===== config.mk =====
export PLATFORM = sky130hd
export DESIGN_NAME = aes_round_sequencer
export DESIGN_NICKNAME = d
export VERILOG_FILES = /design/src/rtl/aes_round_sequencer.sv
export SDC_FILE = /design/constraint.sdc
export NUM_CORES = 1
export LEC_CHECK = 0
export CORE_MARGIN = 1.5
export CORE_UTILIZATION = 53
export CTS_CLUSTER_SIZE = 14
export DETAILED_ROUTE_END_ITERATION = 8
export GPL_TIMING_DRIVEN = 0
export PLACE_DENSITY = 0.85
export SYNTH_ARGS = -nofsm -noshare
export SYNTH_HDL_FRONTEND = slang
export SYNTH_SLANG_ARGS = --single-unit

===== constraint.sdc =====
create_clock -name clock -period 3.4 [get_ports clock]
set_input_delay 0.85 -clock clock [delete_from_list [all_inputs] [get_ports clock]]
set_output_delay 0.85 -clock clock [all_outputs]
set_load 0.01 [all_outputs]

===== src/rtl/aes_round_sequencer.sv =====
// rtl/aes_round_sequencer.sv - iterative AES control FSM; define AES_SEQ_DBG_EN to expose dbg_state_o/dbg_round_o
module aes_round_sequencer #(
    parameter int LANES = 1
) (
    input  logic       clock,
    input  logic       reset_n,
    input  logic       start_write_n_i,
    input  logic       start_read_n_i,
    input  logic [1:0] key_size_i,
    input  logic       decrypt_i,
    input  logic       key_expand_done_i,
    output logic [3:0] op_sel_o,
    output logic       mat_we_o,
    output logic       in_row_col_o,
    output logic       out_row_col_o,
    output logic [1:0] in_idx_o,
    output logic [1:0] out_idx_o,
    output logic       key_start_o,
    output logic [2:0] key_word_idx_o,
    output logic [3:0] round_key_idx_o,
    output logic       busy_o,
    output logic       done_o,
    output logic [3:0] dbg_state_o,
    output logic [3:0] dbg_round_o
);

    // Beat index scales to a row/column base by LANES (1, 2 or 4).
    localparam int         SHIFT     = (LANES == 4) ? 2 : ((LANES == 2) ? 1 : 0);
    localparam logic [2:0] LAST_BEAT = 3'((4 / LANES) - 1);

    typedef enum logic [3:0] {
        S_IDLE           = 4'd0,
        S_PT_WRITE       = 4'd1,
        S_KEY_WRITE      = 4'd2,
        S_WAIT_KEYS      = 4'd3,
        S_INIT_ARK       = 4'd4,
        S_SUBBYTES       = 4'd5,
        S_SHIFTROWS      = 4'd6,
        S_MIXCOLUMNS     = 4'd7,
        S_ARK            = 4'd8,
        S_INV_SHIFTROWS  = 4'd9,
        S_INV_SUBBYTES   = 4'd10,
        S_INV_MIXCOLUMNS = 4'd11,
        S_DONE           = 4'd12,
        S_CT_READ        = 4'd13
    } state_t;

    state_t     state_q;
    logic [2:0] beat_q;
    logic [3:0] round_q;
    logic [1:0] ks_q;
    logic       dec_q;

    logic [3:0] nr;
    logic [2:0] nk_last;
    logic       step_last;
    logic       last_round;
    logic [1:0] beat_idx;
    logic [3:0] ark_idx;

    // Round count and key length from the latched key size (11 was folded to 00 at latch time).
    always_comb begin
        nr      = 4'd10;
        nk_last = 3'd3;
        case (ks_q)
            2'b01: begin
                nr      = 4'd12;
                nk_last = 3'd5;
            end
            2'b10: begin
                nr      = 4'd14;
                nk_last = 3'd7;
            end
            default: begin
                nr      = 4'd10;
                nk_last = 3'd3;
            end
        endcase
    end

    assign step_last  = (beat_q == LAST_BEAT);
    assign last_round = (round_q == nr);
    assign beat_idx   = beat_q[1:0] << SHIFT;
    assign ark_idx    = dec_q ? (nr - round_q) : round_q;

    // Sequencer: state, beat and round counters plus latched mode; beat restarts on every state change.
    always_ff @(posedge clock or negedge reset_n) begin
        if (!reset_n) begin
            state_q <= S_IDLE;
            beat_q  <= 3'd0;
            round_q <= 4'd0;
            ks_q    <= 2'b00;
            dec_q   <= 1'b0;
        end else begin
            beat_q <= beat_q + 3'd1;
            case (state_q)
                S_IDLE: begin
                    beat_q <= 3'd0;
                    if (!start_write_n_i) begin
                        ks_q    <= (key_size_i == 2'b11) ? 2'b00 : key_size_i;
                        dec_q   <= decrypt_i;
                        state_q <= S_PT_WRITE;
                    end
                end
                S_PT_WRITE: begin
                    if (step_last) begin
                        beat_q  <= 3'd0;
                        state_q <= S_KEY_WRITE;
                    end
                end
                S_KEY_WRITE: begin
                    if (beat_q == nk_last) begin
                        beat_q  <= 3'd0;
                        state_q <= S_WAIT_KEYS;
                    end
                end
                S_WAIT_KEYS: begin
                    beat_q <= 3'd0;
                    if (key_expand_done_i) begin
                        state_q <= S_INIT_ARK;
                    end
                end
                S_INIT_ARK: begin
                    if (step_last) begin
                        beat_q  <= 3'd0;
                        round_q <= 4'd1;
                        state_q <= dec_q ? S_INV_SHIFTROWS : S_SUBBYTES;
                    end
                end
                S_SUBBYTES: begin
                    if (step_last) begin
                        beat_q  <= 3'd0;
                        state_q <= S_SHIFTROWS;
                    end
                end
                S_SHIFTROWS: begin
                    if (step_last) begin
                        beat_q  <= 3'd0;
                        state_q <= last_round ? S_ARK : S_MIXCOLUMNS;
                    end
                end
                S_MIXCOLUMNS: begin
                    if (step_last) begin
                        beat_q  <= 3'd0;
                        state_q <= S_ARK;
                    end
                end
                S_ARK: begin
                    if (step_last) begin
                        beat_q <= 3'd0;
                        if (last_round) begin
                            state_q <= S_DONE;
                        end else if (dec_q) begin
                            state_q <= S_INV_MIXCOLUMNS;
                        end else begin
                            round_q <= round_q + 4'd1;
                            state_q <= S_SUBBYTES;
                        end
                    end
                end
                S_INV_SHIFTROWS: begin
                    if (step_last) begin
                        beat_q  <= 3'd0;
                        state_q <= S_INV_SUBBYTES;
                    end
                end
                S_INV_SUBBYTES: begin
                    if (step_last) begin
                        beat_q  <= 3'd0;
                        state_q <= S_ARK;
                    end
                end
                S_INV_MIXCOLUMNS: begin
                    if (step_last) begin
                        beat_q  <= 3'd0;
                        round_q <= round_q + 4'd1;
                        state_q <= S_INV_SHIFTROWS;
                    end
                end
                S_DONE: begin
                    beat_q <= 3'd0;
                    if (!start_read_n_i) begin
                        state_q <= S_CT_READ;
                    end
                end
                S_CT_READ: begin
                    if (step_last) begin
                        beat_q  <= 3'd0;
                        round_q <= 4'd0;
                        state_q <= S_IDLE;
                    end
                end
                default: begin
                    beat_q  <= 3'd0;
                    round_q <= 4'd0;
                    state_q <= S_IDLE;
                end
            endcase
        end
    end

    // Output decode from registered state, beat and round only; no input reaches an output.
    always_comb begin
        op_sel_o        = 4'd0;
        mat_we_o        = 1'b0;
        in_row_col_o    = 1'b0;
        out_row_col_o   = 1'b0;
        in_idx_o        = 2'd0;
        out_idx_o       = 2'd0;
        key_start_o     = 1'b0;
        key_word_idx_o  = 3'd0;
        round_key_idx_o = 4'd0;
        busy_o          = (state_q != S_IDLE) && (state_q != S_DONE);
        done_o          = (state_q == S_DONE);
        case (state_q)
            S_PT_WRITE: begin
                mat_we_o     = 1'b1;
                in_row_col_o = 1'b1;
                in_idx_o     = beat_idx;
            end
            S_KEY_WRITE: begin
                key_word_idx_o = beat_q;
                key_start_o    = (beat_q == 3'd0);
            end
            S_INIT_ARK, S_ARK, S_MIXCOLUMNS, S_INV_MIXCOLUMNS: begin
                mat_we_o      = 1'b1;
                in_row_col_o  = 1'b1;
                out_row_col_o = 1'b1;
                in_idx_o      = beat_idx;
                out_idx_o     = beat_idx;
                if (state_q == S_MIXCOLUMNS) begin
                    op_sel_o = 4'd3;
                end else if (state_q == S_INV_MIXCOLUMNS) begin
                    op_sel_o = 4'd7;
                end else begin
                    op_sel_o        = 4'd4;
                    round_key_idx_o = (state_q == S_INIT_ARK) ? (dec_q ? nr : 4'd0) : ark_idx;
                end
            end
            S_SUBBYTES, S_SHIFTROWS, S_INV_SHIFTROWS, S_INV_SUBBYTES: begin
                mat_we_o  = 1'b1;
                in_idx_o  = beat_idx;
                out_idx_o = beat_idx;
                case (state_q)
                    S_SUBBYTES:      op_sel_o = 4'd1;
                    S_SHIFTROWS:     op_sel_o = 4'd2;
                    S_INV_SUBBYTES:  op_sel_o = 4'd5;
                    default:         op_sel_o = 4'd6;
                endcase
            end
            S_CT_READ: begin
                out_row_col_o = 1'b1;
                out_idx_o     = beat_idx;
            end
            default: begin
                op_sel_o = 4'd0;
            end
        endcase
    end

`ifdef AES_SEQ_DBG_EN
    assign dbg_state_o = state_q;
    assign dbg_round_o = round_q;
`else
    assign dbg_state_o = 4'd0;
    assign dbg_round_o = 4'd0;
`endif

endmodule


After elaboration in Yosys (flattened, before gate mapping)
Index checks and enable logic that the tools add are counted.
- register bits: 14
- input port bits: 8
- output and inout port bits: 29
- word-level logic and storage cells: 108
- add/subtract/negate cells: 3
- equality and inequality tests: 35
- mux-type cells: 47
- bitwise operators: 2
- reduce and logical (&&, ||, !) cells: 16
- operator list (kind ; count):
    $mux W4 ; 28
    $pmux W4 S13 ; 1
    $ne A2 B2 Y1 const B ; 14
    $eq A4 B4 Y1 const B ; 6
    $pmux W3 S2 ; 4
    $pmux W4 S5 ; 1
    $reduce_or A10 Y1 ; 2
    $reduce_or A9 Y1 ; 2
    $eq A4 B3 Y1 const B ; 4
    $reduce_and A13 Y1 ; 1
    $mux W3 ; 4
    $reduce_or A5 Y1 ; 2
    $pmux W3 S3 ; 1
    $eq A4 B2 Y1 const B ; 2
    $mux W2 ; 4
    $reduce_or A4 Y1 ; 2
    $reduce_and A7 Y1 ; 1
    $add A4 B1 Y4 const B ; 1
    $eq A2 B2 Y1 const B ; 2
    $eq A4 B1 Y1 const B ; 1
    $eq A4 B4 Y1 ; 1
    $logic_not A4 Y1 ; 1
    $mux W1 ; 4
    $ne A4 B4 Y1 const B ; 1
    other kinds (12) ; 13

Depth between registers and ports, before layout
- depth after elaboration: 8
- gate-level depth with buffers: 10
- gate-level depth less buffers: 10

Least setup slack after synthesis
No wires, ideal clock.
- kind: register to output
- start: reg ks_q[0]
- end: out round_key_idx_o[3]
- arrival: 1683 ps
- data required time: 2550 ps
- path slack: 867 ps
- cell stages (with the launch flop): 9
- buffers on the path: 0
- cells stage by stage: dfrtp_1 > ha_1 > inv_1 > ha_1 > nor2b_1 > o21ai_0 > a21oi_1 > nand3b_1 > a21oi_1
- word-level cells in the longest chain between the ends: 8
- elaborated cells between the ends (all ways): 9
- those cells by class: add/sub: 1; eq/ne: 2; mux: 6
- RTL lines (element ; line ; text):
    from (decl) ; 51 ; logic [1:0] ks_q;
    from (signal assigned) ; 100 ; ks_q <= (key_size_i == 2'b11) ? 2'b00 : key_size_i;
    $eq A2 B2 Y1 or $eq A2 B1 Y1 (tied branches) ; 65 ; case (ks_q)
    $pmux W3 S2 * ; 65 ;
    $sub A4 B4 Y4 * ; 84 ; assign ark_idx = dec_q ? (nr - round_q) : round_q;
    $mux W4 * ; 84 ;
    $mux W4 * ; 237 ; round_key_idx_o = (state_q == S_INIT_ARK) ? (dec_q ? nr : 4'd0) : ark_idx;
    $mux W4 * ; 233 ; end else if (state_q == S_INV_MIXCOLUMNS) begin
    $mux W4 * ; 231 ; if (state_q == S_MIXCOLUMNS) begin
    $mux W4 * ; 215 ; case (state_q)
    to (decl) ; 20 ; output logic [3:0] round_key_idx_o,
Mark *: on every way between the ends. The rest lies on a longest branch, timed or not.

Worst setup path in the final report
- start: reg ks_q[1]
- end: out round_key_idx_o[1]
- word-level cells in the longest chain between the ends: 8
- elaborated cells between the ends (all ways): 10
- those cells by class: add/sub: 1; eq/ne: 2; mux: 7
- RTL lines (element ; line):
    $eq A2 B2 Y1 or $eq A2 B1 Y1 (tied branches) ; 65
    $pmux W3 S2 * ; 65
    $sub A4 B4 Y4 ; 84
    $mux W4 ; 84
    $mux W4 * ; 237
    $mux W4 * ; 233
    $mux W4 * ; 231
    $mux W4 * ; 215
Marks and branches as above.

==> flow_summary.json <==
{
  "cp.arrival_ns": 2.39,
  "cts_max_path_buffers": 2,
  "route.detailed.wl_per_inst_um": 14.19,
  "rsz0062_at_grt": "false",
  "worst_path_max_delay_cell": "clkdlybuf4s50_1",
  "yosysWarnings": 0,
  "hold_violations": 0,
  "mostFrequentLayoutCell": "clkdlybuf4s50_1",
  "power.total_mw": 1.824,
  "avgSynthCellArea_um2": 7.873,
  "cts_buffers": 3,
  "wirelength_mm": 3.648,
  "fin_crit_ns": 3.239,
  "p_leak_nw": 0.8416,
  "routed_via_density": 5.700,
  "core_um2": 2567,
  "area_growth_pct": 26.46,
  "cts.sinks": 14,
  "worstPathCellList": "inv_1 -> ha_1 -> inv_1 -> fa_1 -> nand2_1 -> o21ai_0 -> a32oi_1 -> nor2_1 -> clkdlybuf4s50_1",
  "critical_path_required_ns": 2.55,
  "root_buffer": "clkbuf_4",
  "drive_above_1_share_pct": 14.54,
  "vias": 1465,
  "path_buf_inv": 3,
  "grt.total_usage_pct": 24.62,
  "firstDrtPassIters": 4,
  "status": "complete, no violations",
  "final_cell_mix": "clkdlybuf4s50_1 (25), nor2_1 (17), inv_1 (16)",
  "critPathTopFamily": "buffers and inverters",
  "hp-class": "flop to flop",
  "ys_top_cells_by_area": "dfrtp_1 (24%), ha_1 (7.6%), buf_4 (5.1%), a21oi_1 (4.7%), o21ai_0 (4.7%)",
  "powerDensity_nw_per_um2": 974.7,
  "finalSetupViolCount": 0,
  "globalRouteOverflowTotal": 0,
  "synth_top_area_share_pct": 23.67,
  "drc": 0,
  "antenna_found_initial": 0,
  "port_buffers": 27,
  "rows": 18,
  "placed_cell_area_um2": 1818,
  "synth-seq-cells": 14,
  "seq_area_frac_synth_pct": 23.67,
  "fmax_mhz": 308.8,
  "drv_slew": 0,
  "critPathKind": "flop to primary output",
  "grt_pass1_wl_mm": 6.203,
  "cts_tree": "done",
  "finalSetupTns_ns": 0,
  "relSlewSlack_pct": 38.67,
  "tightest_slew_ns": 0.9116,
  "p_seq_share_pct": 16.6,
  "clock_skew_ns": 0.001954,
  "gp_congestion": 0.9040,
  "worst_setup_path_start_kind": "flop",
  "p_int_mw": 0.9170,
  "final_core_util_pct": 72.90,
  "synth_cell_type_count": 52,
  "grt_max_degree": 15,
  "peakVddDrop_mv": 0.7860,
  "dp_hpwl_mm": 2.895,
  "fill_cells": 212,
  "crit_path_max_fanout": 3,
  "synth-main-ff-cell": "dfrtp_1",
  "ios": 37,
  "p_sw_share_pct": 49.74,
  "multi_input_area_um2": 984.7,
  "ys_async_sr_fraction_pct": 100.0,
  "dieWidth_um": 55.85,
  "die_area_um2": 3119,
  "grt_pass1_vias": 1366,
  "power_frac_comb_pct": 77.0,
  "clk_latency_ns": 0.28,
  "htreeDepth": 1,
  "die_h_um": 55.85,
  "diodes": 0,
  "fin_crit_sh_pct": 95.25,
  "synth_cells": 188,
  "ff_latch_area_um2": 350.3,
  "nets": 246,
  "antenna_left": 0,
  "syn_area_um2": 1480,
  "switchingPower_mw": 0.9074,
  "fin_area_um2": 1872,
  "drtIter0Drc": 72,
  "synth_edf_count": 0,
  "yosysTopAreaCell": "dfrtp_1",
  "start_util_pct": 57.65,
  "cpPeakStageDelay_ns": 0.54,
  "clk_pin_slew_ns": 0.08,
  "maxCapViolations": 0,
  "end_kind": "primary output",
  "pwr-share-clk_pct": 6.4,
  "crit_path_frequent_cell": "inv_1"
}
metal layers:
metal / routed length (um) / track usage, % / vias up
met1: 1670 / 34.21 / 682
met3: 214 / 2.326 / 5
met4: 44 / 8.163 / 0
li1: - / - / 722
met5: 0 / 0 / -
met2: 1718 / 40.31 / 56
kinds of logic (layout without fill, tap and decap cells):
group	after synthesis	count (layout)	share of synthesized area (%)
adders and majority gates	11	11	9.637
other	1	9	0.2533
xor gates and xnor gates	4	4	2.367
DFF	14	14	23.67
and+or+nand+nor	66	66	24.51
muxes	2	2	1.353
buffers and inverters	36	67	12.68
AOI/OAI and AO/OA	54	54	25.53
cell usage after synthesis (5+ instances only):
master	n
nor2_1	17
inv_1	16
a21oi_1	14
dfrtp_1	14
o21ai_0	14
nand2_1	13
buf_4	10
ha_1	9
a31oi_1	6
and2_1	6
buf_2	6
nand3_1	5
nand3b_1	5
worst register-to-register path, delay by kind of cell, from the launching register on:
kind | cells | cell delay (ns)
buffers and inverters | 2 | 0.17
flip-flops | 1 | 0.37
adder cells (fa/ha/maj) | 3 | 0.72
AND/OR/NAND/NOR | 2 | 0.58
AO/OA/AOI/OAI | 3 | 0.44
flip-flops by register name (all words and copies together) (netlist names):
register  flops
round_q       4
dec_q         1
ks_q          2
beat_q        3
state_q       4
worst paths after layout:
kind                                     endpoint  slack, ns  cells after the start                start
max in group asynchronous     beat_q[0]$_DFF_PN0_       2.09                      1              reset_n
max                            round_key_idx_o[1]       0.16                      9  ks_q[1]$_DFFE_PN0P_
min in group asynchronous  round_q[0]$_DFFE_PN0P_       0.93                      1              reset_n
min reg2reg                   beat_q[0]$_DFF_PN0_       0.55                      1  beat_q[0]$_DFF_PN0_
max reg2reg                round_q[3]$_DFFE_PN0P_       1.04                     10  ks_q[1]$_DFFE_PN0P_
min                           beat_q[0]$_DFF_PN0_       0.55                      1  beat_q[0]$_DFF_PN0_
layout make-up:
type	instances	share of cell area (%)
buffer	20	6.818
sequential	14	18.72
clock buffer	4	1.938
multi-input combinational	146	52.61
inverter	16	3.209
tap	30	2.005
timing repair buffer	27	14.71
per-stage QoR:
step,hold WS [ns],worst slack (ns),std cells
floorplan,0.4731,0.8673,196
global placement,0.5151,0.2939,253
detailed placement,0.5293,0.2693,253
CTS,0.5462,0.004171,257
global route,0.5877,0.02724,257
finish,0.5454,0.1615,257
power by group through the flow:
stage	clock, mW	sequential [mW]	combinational (mW)
floorplan	0	0.284	0.947
global placement	0	0.301	1.33
detailed placement	0	0.305	1.36
CTS	0.120	0.301	1.39
global route	0.128	0.317	1.54
finish	0.116	0.303	1.40
timing repair:
item | CTS | global route
resized for setup | 2 | 2
endpoints found under the setup margin | 1 | 2
setup buffers | 0 | 0
hold buffers | 0 | 0
endpoints found under the hold margin | 0 | 0
No activity file was read; power rests on OpenSTA's default activity.
